`config.mk`:
```
export PLATFORM = sky130hd
export DESIGN_NAME = eth_udp_parser
export DESIGN_NICKNAME = d
export VERILOG_FILES = /design/src/rtl/eth_parser_pkg.sv /design/src/rtl/eth_parser_stats.sv /design/src/rtl/eth_udp_parser.sv
export SDC_FILE = /design/constraint.sdc
export NUM_CORES = 1
export LEC_CHECK = 0
export BUFFER_PORTS_ARGS = -buffer_cell sky130_fd_sc_hd__buf_2
export CAP_MARGIN = 10
export CORE_ASPECT_RATIO = 2
export CORE_MARGIN = 3
export CORE_UTILIZATION = 31
export CTS_CLUSTER_DIAMETER = 30
export DETAILED_ROUTE_END_ITERATION = 16
export HOLD_SLACK_MARGIN = 0.02
export SLEW_MARGIN = 40
export SYNTH_ARGS = -nofsm -noshare
export SYNTH_HDL_FRONTEND = slang
export SYNTH_SLANG_ARGS = --single-unit
```
`constraint.sdc`:
```
create_clock -name clk -period 7.5 [get_ports clk]
set_input_delay 0.375 -clock clk [delete_from_list [all_inputs] [get_ports clk]]
set_output_delay 0.375 -clock clk [all_outputs]
set_load 0.1 [all_outputs]
```
`src/rtl/eth_parser_pkg.sv`:
```
// Shared types and constants for the Ethernet/IPv4/UDP receive parser.
package eth_parser_pkg;

  typedef enum logic [2:0] {
    ST_IDLE,
    ST_ETH,
    ST_IP,
    ST_UDP,
    ST_PAYLOAD,
    ST_DRAIN
  } state_t;

  typedef enum logic [2:0] {
    ERR_NONE      = 3'd0,
    ERR_ETHERTYPE = 3'd1,
    ERR_VER_IHL   = 3'd2,
    ERR_PROTO     = 3'd3,
    ERR_PORT      = 3'd4,
    ERR_UDP_LEN   = 3'd5,
    ERR_TRUNC     = 3'd6
  } err_code_t;

  localparam logic [15:0] ETHERTYPE_IPV4 = 16'h0800;
  localparam logic [7:0]  IP_PROTO_UDP   = 8'h11;
  localparam logic [7:0]  IP_VER_IHL     = 8'h45;
  localparam logic [7:0]  PREAMBLE_BYTE  = 8'h55;
  localparam logic [7:0]  SFD            = 8'hD5;
  localparam logic [5:0]  ETH_HDR_LEN    = 6'd14;
  localparam logic [5:0]  IP_HDR_LEN     = 6'd20;
  localparam logic [5:0]  UDP_HDR_LEN    = 6'd8;
  localparam logic [15:0] UDP_MIN_LEN    = 16'd8;

endpackage

```
`src/rtl/eth_parser_stats.sv`:
```
// Accepted-frame and dropped-frame counters for the receive parser; both wrap.
module eth_parser_stats #(
  parameter int STAT_W = 32
) (
  input  logic              clk,
  input  logic              rst_n,
  input  logic              hdr_valid,
  input  logic              err,
  output logic [STAT_W-1:0] frame_cnt,
  output logic [STAT_W-1:0] drop_cnt
);

  always_ff @(posedge clk or negedge rst_n) begin
    if (!rst_n) begin
      frame_cnt <= '0;
      drop_cnt  <= '0;
    end else begin
      if (hdr_valid) frame_cnt <= frame_cnt + 1'b1;
      if (err)       drop_cnt  <= drop_cnt + 1'b1;
    end
  end

endmodule

```
`src/rtl/eth_udp_parser.sv`:
```
// Preamble hunt plus Ethernet II / IPv4 / UDP header walk emitting the UDP payload.
// Define PARSER_STATS_EN to add the frame_cnt/drop_cnt statistics ports.
module eth_udp_parser
  import eth_parser_pkg::*;
#(
  parameter int          PREAMBLE_LEN = 7,
  parameter logic [15:0] DST_PORT     = 16'd0,
  parameter int          STAT_W       = 32
) (
  input  logic              clk,
  input  logic              rst_n,
  input  logic [7:0]        s_tdata,
  input  logic              s_tvalid,
  input  logic              s_tlast,
  output logic [7:0]        m_tdata,
  output logic              m_tvalid,
  output logic              m_tlast,
  output logic              hdr_valid,
  output logic [15:0]       hdr_src_port,
  output logic [15:0]       hdr_dst_port,
  output logic [15:0]       payload_len,
  output logic              err,
  output logic [2:0]        err_code
`ifdef PARSER_STATS_EN
  ,
  output logic [STAT_W-1:0] frame_cnt,
  output logic [STAT_W-1:0] drop_cnt
`endif
);

  localparam logic [3:0] PRE_MIN = 4'(PREAMBLE_LEN);

  state_t      state_q, state_d;
  logic [5:0]  hdr_cnt_q, hdr_cnt_d;
  logic [3:0]  pre_cnt_q, pre_cnt_d;
  logic [7:0]  hi_q, hi_d;
  logic [15:0] src_q, src_d, dst_q, dst_d, len_q, len_d;
  logic [15:0] pay_cnt_q, pay_cnt_d;
  logic [15:0] plen;
  err_code_t   err_code_q, err_code_d, chk_code;
  logic        chk_fail, seg_end, in_hdr;
  state_t      seg_next;
  logic        fwd, fwd_last, hdr_fire, err_fire;

  assign plen     = len_q - UDP_MIN_LEN;
  assign err_code = err_code_q;

  always_ff @(posedge clk or negedge rst_n) begin
    if (!rst_n) begin
      state_q   <= ST_IDLE;
      hdr_cnt_q <= '0;
      pre_cnt_q <= '0;
      hi_q      <= '0;
      src_q     <= '0;
      dst_q     <= '0;
      len_q     <= '0;
      pay_cnt_q <= '0;
    end else begin
      state_q   <= state_d;
      hdr_cnt_q <= hdr_cnt_d;
      pre_cnt_q <= pre_cnt_d;
      hi_q      <= hi_d;
      src_q     <= src_d;
      dst_q     <= dst_d;
      len_q     <= len_d;
      pay_cnt_q <= pay_cnt_d;
    end
  end

  // Header states only flag check results; the shared tail below decides error/advance.
  always_comb begin
    state_d    = state_q;
    hdr_cnt_d  = hdr_cnt_q;
    pre_cnt_d  = pre_cnt_q;
    hi_d       = hi_q;
    src_d      = src_q;
    dst_d      = dst_q;
    len_d      = len_q;
    pay_cnt_d  = pay_cnt_q;
    chk_fail   = 1'b0;
    chk_code   = ERR_NONE;
    seg_end    = 1'b0;
    seg_next   = ST_IDLE;
    in_hdr     = 1'b0;
    fwd        = 1'b0;
    fwd_last   = 1'b0;
    hdr_fire   = 1'b0;
    err_fire   = 1'b0;
    err_code_d = ERR_NONE;
    if (s_tvalid) begin
      hdr_cnt_d = hdr_cnt_q + 6'd1;
      unique case (state_q)
        ST_IDLE: begin
          if (s_tlast) begin
            pre_cnt_d = '0;
          end else if (s_tdata == PREAMBLE_BYTE) begin
            pre_cnt_d = (pre_cnt_q == 4'd15) ? 4'd15 : pre_cnt_q + 4'd1;
          end else if (s_tdata == SFD && pre_cnt_q >= PRE_MIN) begin
            pre_cnt_d = '0;
            state_d   = ST_ETH;
          end else begin
            pre_cnt_d = '0;
          end
        end
        ST_ETH: begin
          in_hdr   = 1'b1;
          seg_end  = (hdr_cnt_q == ETH_HDR_LEN - 6'd1);
          seg_next = ST_IP;
          if (hdr_cnt_q == 6'd12) hi_d = s_tdata;
          if (seg_end && {hi_q, s_tdata} != ETHERTYPE_IPV4) begin
            chk_fail = 1'b1;
            chk_code = ERR_ETHERTYPE;
          end
        end
        ST_IP: begin
          in_hdr   = 1'b1;
          seg_end  = (hdr_cnt_q == IP_HDR_LEN - 6'd1);
          seg_next = ST_UDP;
          if (hdr_cnt_q == 6'd0 && s_tdata != IP_VER_IHL) begin
            chk_fail = 1'b1;
            chk_code = ERR_VER_IHL;
          end
          if (hdr_cnt_q == 6'd9 && s_tdata != IP_PROTO_UDP) begin
            chk_fail = 1'b1;
            chk_code = ERR_PROTO;
          end
        end
        ST_UDP: begin
          in_hdr   = 1'b1;
          seg_end  = (hdr_cnt_q == UDP_HDR_LEN - 6'd1);
          seg_next = (len_q == UDP_MIN_LEN) ? ST_DRAIN : ST_PAYLOAD;
          case (hdr_cnt_q)
            6'd0, 6'd2, 6'd4: hi_d = s_tdata;
            6'd1: src_d = {hi_q, s_tdata};
            6'd3: begin
              dst_d = {hi_q, s_tdata};
              if (DST_PORT != 16'd0 && {hi_q, s_tdata} != DST_PORT) begin
                chk_fail = 1'b1;
                chk_code = ERR_PORT;
              end
            end
            6'd5: begin
              len_d = {hi_q, s_tdata};
              if ({hi_q, s_tdata} < UDP_MIN_LEN) begin
                chk_fail = 1'b1;
                chk_code = ERR_UDP_LEN;
              end
            end
            default: ;
          endcase
        end
        ST_PAYLOAD: begin
          fwd       = 1'b1;
          pay_cnt_d = pay_cnt_q + 16'd1;
          if (pay_cnt_q == plen - 16'd1) begin
            fwd_last = 1'b1;
            state_d  = s_tlast ? ST_IDLE : ST_DRAIN;
          end else if (s_tlast) begin
            fwd_last   = 1'b1;
            err_fire   = 1'b1;
            err_code_d = ERR_TRUNC;
            state_d    = ST_IDLE;
          end
        end
        ST_DRAIN: begin
          if (s_tlast) state_d = ST_IDLE;
        end
        default: state_d = ST_IDLE;
      endcase
      if (in_hdr) begin
        if (chk_fail) begin
          err_fire   = 1'b1;
          err_code_d = chk_code;
          state_d    = s_tlast ? ST_IDLE : ST_DRAIN;
        end else if (s_tlast) begin
          err_fire   = 1'b1;
          err_code_d = ERR_TRUNC;
          state_d    = ST_IDLE;
        end else if (seg_end) begin
          state_d  = seg_next;
          hdr_fire = (state_q == ST_UDP);
        end
      end
      if (state_d != state_q) begin
        hdr_cnt_d = '0;
        pay_cnt_d = '0;
      end
    end
  end

  // Single register stage on every output; header fields and err_code hold between pulses.
  always_ff @(posedge clk or negedge rst_n) begin
    if (!rst_n) begin
      m_tdata      <= '0;
      m_tvalid     <= 1'b0;
      m_tlast      <= 1'b0;
      hdr_valid    <= 1'b0;
      hdr_src_port <= '0;
      hdr_dst_port <= '0;
      payload_len  <= '0;
      err          <= 1'b0;
      err_code_q   <= ERR_NONE;
    end else begin
      m_tvalid  <= fwd;
      m_tlast   <= fwd_last;
      hdr_valid <= hdr_fire;
      err       <= err_fire;
      if (fwd) m_tdata <= s_tdata;
      if (hdr_fire) begin
        hdr_src_port <= src_q;
        hdr_dst_port <= dst_q;
        payload_len  <= plen;
      end
      if (err_fire) err_code_q <= err_code_d;
    end
  end

`ifdef PARSER_STATS_EN
  eth_parser_stats #(.STAT_W(STAT_W)) u_stats (
    .clk       (clk),
    .rst_n     (rst_n),
    .hdr_valid (hdr_valid),
    .err       (err),
    .frame_cnt (frame_cnt),
    .drop_cnt  (drop_cnt)
  );
`else
  logic unused_stat_w;
  assign unused_stat_w = (STAT_W > 0);
`endif

endmodule

```
==> impl_results.md, run 1 <==
* Commonest cells in the synthesized netlist: dfrtp_1, mux2_2, nor2_1, clkbuf_1, a21oi_1
* Netlist cell types at 63
* Worst-Skew Late Latency at 0.43 ns
* Area Overhead vs Synth at 16.15%
* Final Total Pwr at 0.001853 W
* Clock sink total at 148
* Number of global-route vias before repair at 5738
* Via-to-Cell Ratio at 5.304
* Post-synth top area share at 49.38%
* Crit-path max cell delay at 0.71 ns
* Most frequent cell on the critical path: xnor2_1
* Failing checks: negative hold slack
* Fin cells at 1027
* First DRT Iteration DRCs at 294
* Top-count cell post-synth: dfrtp_1
* DRC at 0
* Post-DP HPWL at 14.78 mm
* Post-synth top flop: dfrtp_1
* PortBufs at 74
* Placed cell count at 996
* Post-CTS setup buffers at 0
* Required @ worst endpoint at 7.79 ns
* Largest net degree at the start of global routing at 83
* Final hold vios at 7
* Routed Wire Length at 19.86 mm
* EDFF count, synth at 0
* Mapped Cells at 677
* Critical path launch point type: flip-flop
* Max IR drop VDD at 0.2722 mV
* Maximum capacitance violations at 0
* Gr ovfl total at 0
* CTS Buf Count at 17
* DIE HEIGHT at 226.0 um
* Worst min path class: in -> async
* RSZ-0062 raised after global routing: false
* Worst-path fanout max at 19
* Post-Syn Area at 7500 um2
* Power per cell area at 212.7 nW/um2
* Starting density of the core at 31.88%
* Reg clk slew, reported paths at 0.06 ns
* WL/cell at 19.34 um
* Crit path buffers/inverters at 1
* Largest cells by area after synthesis: dfrtp_1, mux2_2, xnor2_1
* Diodes inserted at 0
* Synth area leader: dfrtp_1
* Layout cells sized above 1 at 31.59%
* DIE AREA at 26210 um2
* Syn nets at 699
* Setup_tns at 0 ns
* All-Layer GR Usage at 15.87%
* Via count at 5447
* Status: finished with violations
* Period utilization at 57.60%
* Arrival time worst endpoint at 4.61 ns
* Seq cells post-synth at 148
* Final setup vio count at 0
* Post-synthesis async set-or-reset flop share at 100.0%
* Crit path max-delay family: simple AND/OR/NAND/NOR gates
* Fin nets at 754
* P_leak at 4.186 nW
* Remaining antenna violation count at 0
* Finished Core Util at 37.03%
* Clock tree buffer depth at 2
* Hold buffers post-CTS at 0
* Std-Cell Rows at 79
* Ys Warns at 0
* CP Capture Type: flip-flop
* Antenna violations before repair at 0
* Chip width at 116.0 um
* Min Hold Slack at -0.01429 ns
* Tmin final at 4.320 ns
* CP max-delay cell: or4b_2
* Mapped Avg Cell Area at 11.08 um2
* H-tree depth at 4
* TritonCTS clock tree: done
* Global-route wire length before repair at 31.35 mm
* Setup Skew at 0.007534 ns
* Routability cong. at 0.8660
* Achievable Freq at 231.5 MHz
* Max-slew violation total from the final report at 0
* Resize count post-CTS at 0
* Root buffer cell: clkbuf_16
* Register area share after synthesis at 49.38%
* CP Cell Sequence: inv_1 > ha_1 > or4b_2 > nor4_1 > xnor2_1 > xor2_1 > xnor2_1 > or2_2 > nor4_4 > o21ai_2 > a21oi_4 > nor2_1
* WS Path Type: reg -> reg
* CORE AREA at 23530 um2
* Slew Limit Headroom at 55.46%
* Tightest Pin Transition at 0.6631 ns
* TritonRoute pass-1 iters at 4
* Top Ports at 75
## state kept, by name (all words and copies together) (netlist names), 3 cells and up
signal and count:
dst_q 16, err_code 3, hdr_cnt_q 6, hdr_dst_port 16, hdr_src_port 16, hi_q 8, len_q 16, m_tdata 8
pay_cnt_q 16, payload_len 16, pre_cnt_q 4, src_q 16, state_q 3
## final cells by class
cell class	instances	area (um2)
Fill cell	2369	14810
Sequential cell	148	3704
Multi-Input combinational cell	466	3556
Clock buffer	19	452.9
Timing Repair Buffer	80	427.9
Tap cell	283	354.1
Clock inverter	12	145.1
Inverter	19	71.32
## stage by stage
step | area, um2 | hold slack (ns) | worst slack, ns
finish | 8711 | -0.01429 | 3.180
global route | 8711 | 0.03053 | 2.934
CTS | 8708 | 0.02285 | 3.145
detailed placement | 8110 | 0.4863 | 3.157
global placement | 8085 | 0.4814 | 3.216
floorplan | 7500 | 0.07941 | 3.791
## cell usage in the layout, fill, tap and decap left out, types with 3 or more instances in the layout
master,count
o21ai_0,11
a311oi_1,3
xor2_1,20
mux2i_1,4
nand4b_1,7
nand2_1,22
o22ai_1,3
nor3_1,14
nand3b_1,6
a21o_1,3
buf_4,5
clkinv_4,4
nor2b_1,4
inv_6,4
xnor2_1,29
nor3b_1,4
and3b_1,4
and4_1,4
o21a_1,3
buf_2,73
mux2_2,103
a211oi_1,3
a22o_1,3
nor2_1,61
nor4_1,12
inv_1,19
a31oi_1,5
nand3_1,20
a211o_1,3
ha_1,10
clkbuf_16,17
dfrtp_1,148
clkbuf_8,3
nor4b_1,3
or4_1,4
a21oi_1,32
and3_1,4
nand4_1,12
or2_2,7
or3_1,10
## metal layers
metal / up-vias / GRT usage (%) / routed length, um
met2: 141 / 28.56 / 10930
met1: 2716 / 15.65 / 6823
met3: 57 / 3.245 / 717
met5: - / 0 / 0
met4: 0 / 11.46 / 1387
li1: 2533 / - / -
## cells by family after synthesis
logic type | after synthesis | synth area share, %
fa+ha+maj | 10 | 1.668
xor+xnor | 51 | 6.323
buf+inv | 63 | 3.437
compound gates | 89 | 7.808
mux | 107 | 16.00
flops | 148 | 49.38
simple gates | 209 | 15.38
## worst paths after layout
kind | to | cells after the start | startpoint | slack (ns)
max | pay_cnt_q[11]$_DFFE_PN0P_ | 12 | len_q[3]$_DFFE_PN0P_ | 3.18
min in group clk | src_q[3]$_DFFE_PN0P_ | 2 | s_tdata[3] | 0.31
min | m_tdata[2]$_DFFE_PN0P_ | 1 | rst_n | -0.01
max in group asynchronous | hdr_dst_port[10]$_DFFE_PN0P_ | 2 | rst_n | 6.46
min reg2reg | dst_q[7]$_DFFE_PN0P_ | 1 | dst_q[7]$_DFFE_PN0P_ | 0.50
max reg2reg | pay_cnt_q[11]$_DFFE_PN0P_ | 12 | len_q[3]$_DFFE_PN0P_ | 3.18
## worst reg2reg max path, cell delays in order, from the launching register on
cell	delay, ns
dfrtp_1	0.54
inv_1	0.17
ha_1	0.40
or4b_2	0.71
nor4_1	0.35
xnor2_1	0.23
xor2_1	0.21
xnor2_1	0.16
or2_2	0.33
nor4_4	0.39
o21ai_2	0.12
a21oi_4	0.45
nor2_1	0.12
## where the power goes
group / total (W) / switching (W) / internal [W]
registers: 0.000839 / 0.0000251 / 0.000814
logic: 0.000148 / 0.000108 / 0.0000397
clock network: 0.000866 / 0.000355 / 0.000512
total: 0.00185 / 0.000488 / 0.00137
Note: power is estimated with default switching activity, not from simulation.
==> inputs of run 2 (changes only) <==
==> constraint.sdc (replaced) <==
create_clock -name clk -period 3.7 [get_ports clk]
set_input_delay 0.185 -clock clk [delete_from_list [all_inputs] [get_ports clk]]
set_output_delay 0.185 -clock clk [all_outputs]
set_load 0.1 [all_outputs]
==> run 2 against run 1 <==
Global-route usage is 0.20 points higher. Via count is 1.6% higher. Routed wire length is 0.37% higher. Maximum frequency is 21% higher. Sequential share of layout area is 1.3 points lower. Critical path depth is 1 lower. The run now ends clean. Worst setup slack worse by 3.0 ns. Critical path type unchanged.
==> impl_results.md, run 2 (synthesized netlist as in run 1, its figures left out) <==
* Final hold vios at 0
* PortBufs at 74
* Slew Limit Headroom at 52.46%
* Fin cells at 1057
* Diodes inserted at 0
* First DRT Iteration DRCs at 258
* Worst-path fanout max at 19
* Std-Cell Rows at 79
* Commonest non-fill, non-tap cell in the layout: dfrtp_1
* Routability cong. at 0.9446
* Starting density of the core at 31.88%
* Via-to-Cell Ratio at 5.234
* Maximum capacitance violations at 0
* DIE AREA at 26210 um2
* All-Layer GR Usage at 16.07%
* Chip width at 116.0 um
* Reg clk slew, reported paths at 0.07 ns
* Global-route wire length before repair at 32.09 mm
* Finished layout cell area at 8994 um2
* Hold EP: hi_q[1]$_DFFE_PN0P_
* Place WS at 0.1686 ns
* Final setup vio count at 0
* Status: completed
* Power per cell area at 426.2 nW/um2
* Worst R2R Path Depth at 11
* Setup Skew at 0.01148 ns
* WS Path Type: reg -> reg
* RSZ-0062 raised after global routing: false
* Required @ worst endpoint at 4.01 ns
* DRC at 0
* Commonest non-fill, non-tap cells in the layout: dfrtp_1, mux2_2, buf_2
* Final WS setup at 0.1406 ns
* DIE HEIGHT at 226.0 um
* CP max-delay cell: or4_1
* Fill count at 2343
* Gr ovfl total at 0
* Max-slew violation total from the final report at 0
* CP Capture Type: flip-flop
* Hold path startpoint: s_tdata[1]
* Number of global-route vias before repair at 5772
* Post-CTS setup buffers at 0
* Most frequent cell on the critical path: or4_1
* Setup_tns at 0 ns
* FF-to-FF End: pay_cnt_q[5]$_DFFE_PN0P_
* Cell area after placement at 8358 um2
* Crit path buffers/inverters at 1
* Remaining antenna violation count at 0
* Tightest Pin Transition at 0.7131 ns
* Critical R2R Launch: len_q[10]$_DFFE_PN0P_
* Routed Wire Length at 19.94 mm
* WL/cell at 18.86 um
* Via count at 5532
* Fin nets at 784
* Layout cells sized above 1 at 33.98%
* Arrival time worst endpoint at 3.87 ns
* Largest net degree at the start of global routing at 94
* Final Total Pwr at 0.003833 W
* Achievable Freq at 281.0 MHz
* Worst-Skew Late Latency at 0.44 ns
* Placed cell count at 1025
* Clock tree buffer depth at 2
* Worst min path class: in -> reg
* Post-DP HPWL at 14.64 mm
* Crit-path max cell delay at 0.64 ns
* CORE AREA at 23530 um2
* CP Cell Sequence: or4_1 > or4_1 > xor2_1 > nor4_2 > a211oi_1 > a22o_1 > nor4_4 > o21ai_2 > a21oi_4 > buf_12 > a21oi_1
* Clock sink total at 148
* Period utilization at 96.20%
* TritonRoute pass-1 iters at 4
* CTS Buf Count at 17
* Top Ports at 75
* Area Overhead vs Synth at 19.92%
* Crit path max-delay family: simple AND/OR/NAND/NOR gates
* WHS Path Cells at 2
* Root buffer cell: clkbuf_16
* H-tree depth at 4
* Antenna violations before repair at 0
* P_leak at 4.369 nW
* Critical path launch point type: flip-flop
* Tmin final at 3.559 ns
* TritonCTS clock tree: done
* R2R setup slack at 0.14 ns
* Max IR drop VDD at 0.3258 mV
[run 2: changes by cell type in the layout (fill, tap and decap cells not counted), moves of 2 or more]
cell        delta
buf_12         +3
clkinvlp_4     -2
inv_6          -3
buf_4         +27
[run 2: per-stage QoR]
stage / hold slack [ns] / util, %
after floorplan: -0.1106 / -
after CTS: 0.1130 / 38.20
after detailed placement: 0.2572 / 35.53
after global routing: 0.1576 / 38.23
final: 0.1503 / 38.23
after global placement: 0.3315 / 35.49
[run 2: metal layers]
| metal | part of all wire (%) | GRT usage (%) | up-vias |
|---|---|---|---|
| li1 | - | - | 2583 |
| met1 | 37 | 16.97 | 2778 |
| met2 | 56 | 29.25 | 122 |
| met3 | 2.7 | 3.111 | 49 |
| met4 | 4.0 | 8.767 | 0 |
| met5 | 0 | 0 | - |
[run 2: worst reg2reg max path: stages, from the launching register on]
cell	delay [ns]
dfrtp_1	0.42
or4_1	0.56
or4_1	0.64
xor2_1	0.25
nor4_2	0.28
a211oi_1	0.11
a22o_1	0.29
nor4_4	0.40
o21ai_2	0.11
a21oi_4	0.15
buf_12	0.16
a21oi_1	0.05
[run 2: what timing repair did]
action,in CTS,in global routing
hold endpoints to repair,92,0
resized for setup,0,1
endpoints found under the setup margin,0,3
hold buffers,1,0
[run 2: worst max-delay path by stage]
stage | cells after the start | start | end
2_1_floorplan | 15 | len_q[3]$_DFFE_PN0P_ | pay_cnt_q[12]$_DFFE_PN0P_
3_3_place_gp | 13 | len_q[3]$_DFFE_PN0P_ | err_code[2]$_DFFE_PN0P_
3_5_place_dp | 13 | len_q[3]$_DFFE_PN0P_ | err_code[2]$_DFFE_PN0P_
4_1_cts | 13 | len_q[3]$_DFFE_PN0P_ | err_code[2]$_DFFE_PN0P_
5_1_grt | 13 | len_q[3]$_DFFE_PN0P_ | pay_cnt_q[7]$_DFFE_PN0P_
6_report | 11 | len_q[10]$_DFFE_PN0P_ | pay_cnt_q[5]$_DFFE_PN0P_
[run 2: area by class of cell]
cell class	count	area [um2]	share of cell area, %
Clock buffer	21	470.5	5.231
Clock inverter	10	147.6	1.642
Inverter	19	71.32	0.7930
Multi-Input combinational cell	466	3556	39.54
Sequential cell	148	3704	41.18
Tap cell	283	354.1	3.937
Timing Repair Buffer	110	690.7	7.679
[run 2: report_power, final]
group / internal [W] / switching (W)
combinational: 0.0000938 / 0.000230
sequential: 0.00165 / 0.0000416
clock: 0.00112 / 0.000701
==> inputs of run 3 (changes only) <==
--- a/config.mk
+++ b/config.mk
@@ -9,10 +9,12 @@
 export CAP_MARGIN = 10
 export CORE_ASPECT_RATIO = 2
 export CORE_MARGIN = 3
-export CORE_UTILIZATION = 31
+export CORE_UTILIZATION = 54
+export CTS_BUF_LIST = sky130_fd_sc_hd__clkbuf_16
 export CTS_CLUSTER_DIAMETER = 30
 export DETAILED_ROUTE_END_ITERATION = 16
 export HOLD_SLACK_MARGIN = 0.02
+export PLACE_DENSITY = 0.77
 export SLEW_MARGIN = 40
 export SYNTH_ARGS = -nofsm -noshare
 export SYNTH_HDL_FRONTEND = slang
==> run 3 against run 2 <==
Highest routed layer unchanged. Clock power is 5% lower. Via count increased by 2.2%. Non-clock buffer count decreased by 4. Sequential power about the same.
==> impl_results.md, run 3 (synthesized netlist as in run 1, its figures left out) <==
* Layout cells sized above 1 at 34.24%
* Arrival time worst endpoint at 3.80 ns
* R2R setup slack at 0.21 ns
* Power per cell area at 425.7 nW/um2
* CP Cell Sequence: inv_1 > ha_1 > or4b_2 > nor4_1 > xnor2_1 > xor2_1 > xnor2_1 > or2_2 > nor4_4 > o21ai_2 > a21oi_4 > buf_12 > nor2_1
* Setup Skew at 0.01499 ns
* DIE HEIGHT at 172.7 um
* Setup_tns at 0 ns
* P_leak at 4.325 nW
* WHS Path Cells at 3
* Placed cell count at 890
* Tmin final at 3.486 ns
* Std-Cell Rows at 60
* Most frequent cell on the critical path: xnor2_1
* Routed Wire Length at 18.86 mm
* Worst R2R Path Depth at 13
* Gr ovfl total at 0
* Root buffer cell: clkbuf_16
* PortBufs at 74
* Slew Limit Headroom at 49.29%
* Critical path launch point type: flip-flop
* CP Depth at 13
* Worst-Skew Late Latency at 0.43 ns
* Required @ worst endpoint at 4.01 ns
* Crit-path max cell delay at 0.62 ns
* Largest net degree at the start of global routing at 103
* FF-to-FF End: pay_cnt_q[8]$_DFFE_PN0P_
* Clock sink total at 148
* Critical R2R Launch: len_q[4]$_DFFE_PN0P_
* Top Ports at 75
* Via-to-Cell Ratio at 6.103
* Cell area after placement at 8133 um2
* H-tree depth at 4
* DRC at 0
* Maximum capacitance violations at 0
* First DRT Iteration DRCs at 272
* Hold EP: m_tlast$_DFF_PN0_
* Commonest non-fill, non-tap cell in the layout: dfrtp_1
* Final setup vio count at 0
* Via count at 5651
* Tightest Pin Transition at 0.7607 ns
* Period utilization at 94.22%
* Remaining antenna violation count at 0
* Routability cong. at 0.8632
* Crit path buffers/inverters at 2
* Global-route wire length before repair at 30.75 mm
* Post-DP HPWL at 13.71 mm
* Worst min path class: in -> reg
* CTS Buf Count at 17
* Chip width at 89.33 um
* TritonCTS clock tree: done
* CORE AREA at 13510 um2
* Fin nets at 780
* Area Overhead vs Synth at 16.98%
* RSZ-0062 raised after global routing: false
* Number of global-route vias before repair at 5981
* CP Capture Type: flip-flop
* CP max-delay cell: or4b_2
* Min Hold Slack at 0.1493 ns
* Reg clk slew, reported paths at 0.07 ns
* Clock tree buffer depth at 2
* Diodes inserted at 0
* Hold path startpoint: s_tlast
* Final Total Pwr at 0.003735 W
* Final hold vios at 0
* Critical path startpoint: len_q[4]$_DFFE_PN0P_
* WL/cell at 20.36 um
* Antenna violations before repair at 0
* All-Layer GR Usage at 25.90%
* TritonRoute pass-1 iters at 4
* DIE AREA at 15420 um2
* Achievable Freq at 286.8 MHz
* Commonest non-fill, non-tap cells in the layout: dfrtp_1, mux2_2, buf_2
* WS Path Type: reg -> reg
* Status: completed
* Finished layout cell area at 8773 um2
* Starting density of the core at 55.50%
* Max-slew violation total from the final report at 0
* Crit path max-delay family: simple AND/OR/NAND/NOR gates
* Max IR drop VDD at 0.3620 mV
* Worst-path fanout max at 19
* Fin cells at 926
[run 3: changes by cell type in the layout (fill, tap and decap cells not counted), moves of 2 or more]
cell | before | now
bufinv_16 | 3 | 1
inv_8 | 0 | 5
clkbuf_8 | 3 | 0
clkinv_4 | 5 | 2
inv_6 | 1 | 5
buf_4 | 32 | 29
[run 3: per-layer routing]
layer	global-route usage (%)	part of all wire, %
met1	29.21	37
met2	42.73	53
met3	4.101	3.2
met5	0	0
met4	18.51	7.0
[run 3: area by class of cell]
class / instances / area (um2)
Clock inverter: 15 / 158.9
Fill cell: 1034 / 4740
Tap cell: 155 / 193.9
Timing Repair Buffer: 106 / 648.1
Sequential cell: 148 / 3705
Multi-Input combinational cell: 466 / 3571
Clock buffer: 17 / 425.4
Inverter: 19 / 71.32
[run 3: repair_timing]
item / in CTS / in global routing
hold buffers: 1 / 0
resized for setup: 0 / 5
setup endpoints to repair: 0 / 24
endpoints found under the hold margin: 100 / 0
buffers inserted: 0 / 2
[run 3: power by group]
part	switching [W]	internal (W)	leakage [nW]
clock network	0.000765	0.000959	0.286
logic	0.000228	0.0000925	2.00
registers	0.0000415	0.00165	2.04
[run 3: through the flow]
stage	worst slack, ns	utilization [%]
3_3_place_gp	0.1341	60.12
2_1_floorplan	0.01142	-
4_1_cts	0.07744	64.58
6_report	0.2137	64.93
3_5_place_dp	0.08212	60.19
5_1_grt	0.02948	64.93
[run 3: worst max path at each step]
| stage | endpoint | slack, ns |
|---|---|---|
| final | pay_cnt_q[8]$_DFFE_PN0P_ | 0.21 |
| after global routing | pay_cnt_q[8]$_DFFE_PN0P_ | 0.03 |
| after CTS | err_code[2]$_DFFE_PN0P_ | 0.08 |
| after detailed placement | err_code[2]$_DFFE_PN0P_ | 0.08 |
| after global placement | err_code[2]$_DFFE_PN0P_ | 0.13 |
| after floorplan | pay_cnt_q[12]$_DFFE_PN0P_ | 0.01 |
[run 3: tightest hold or removal path: cells and delay by family]
family / cells / cell delay (ns)
buffers and inverters: 2 / 0.25
AOI/OAI and AO/OA: 1 / 0.09
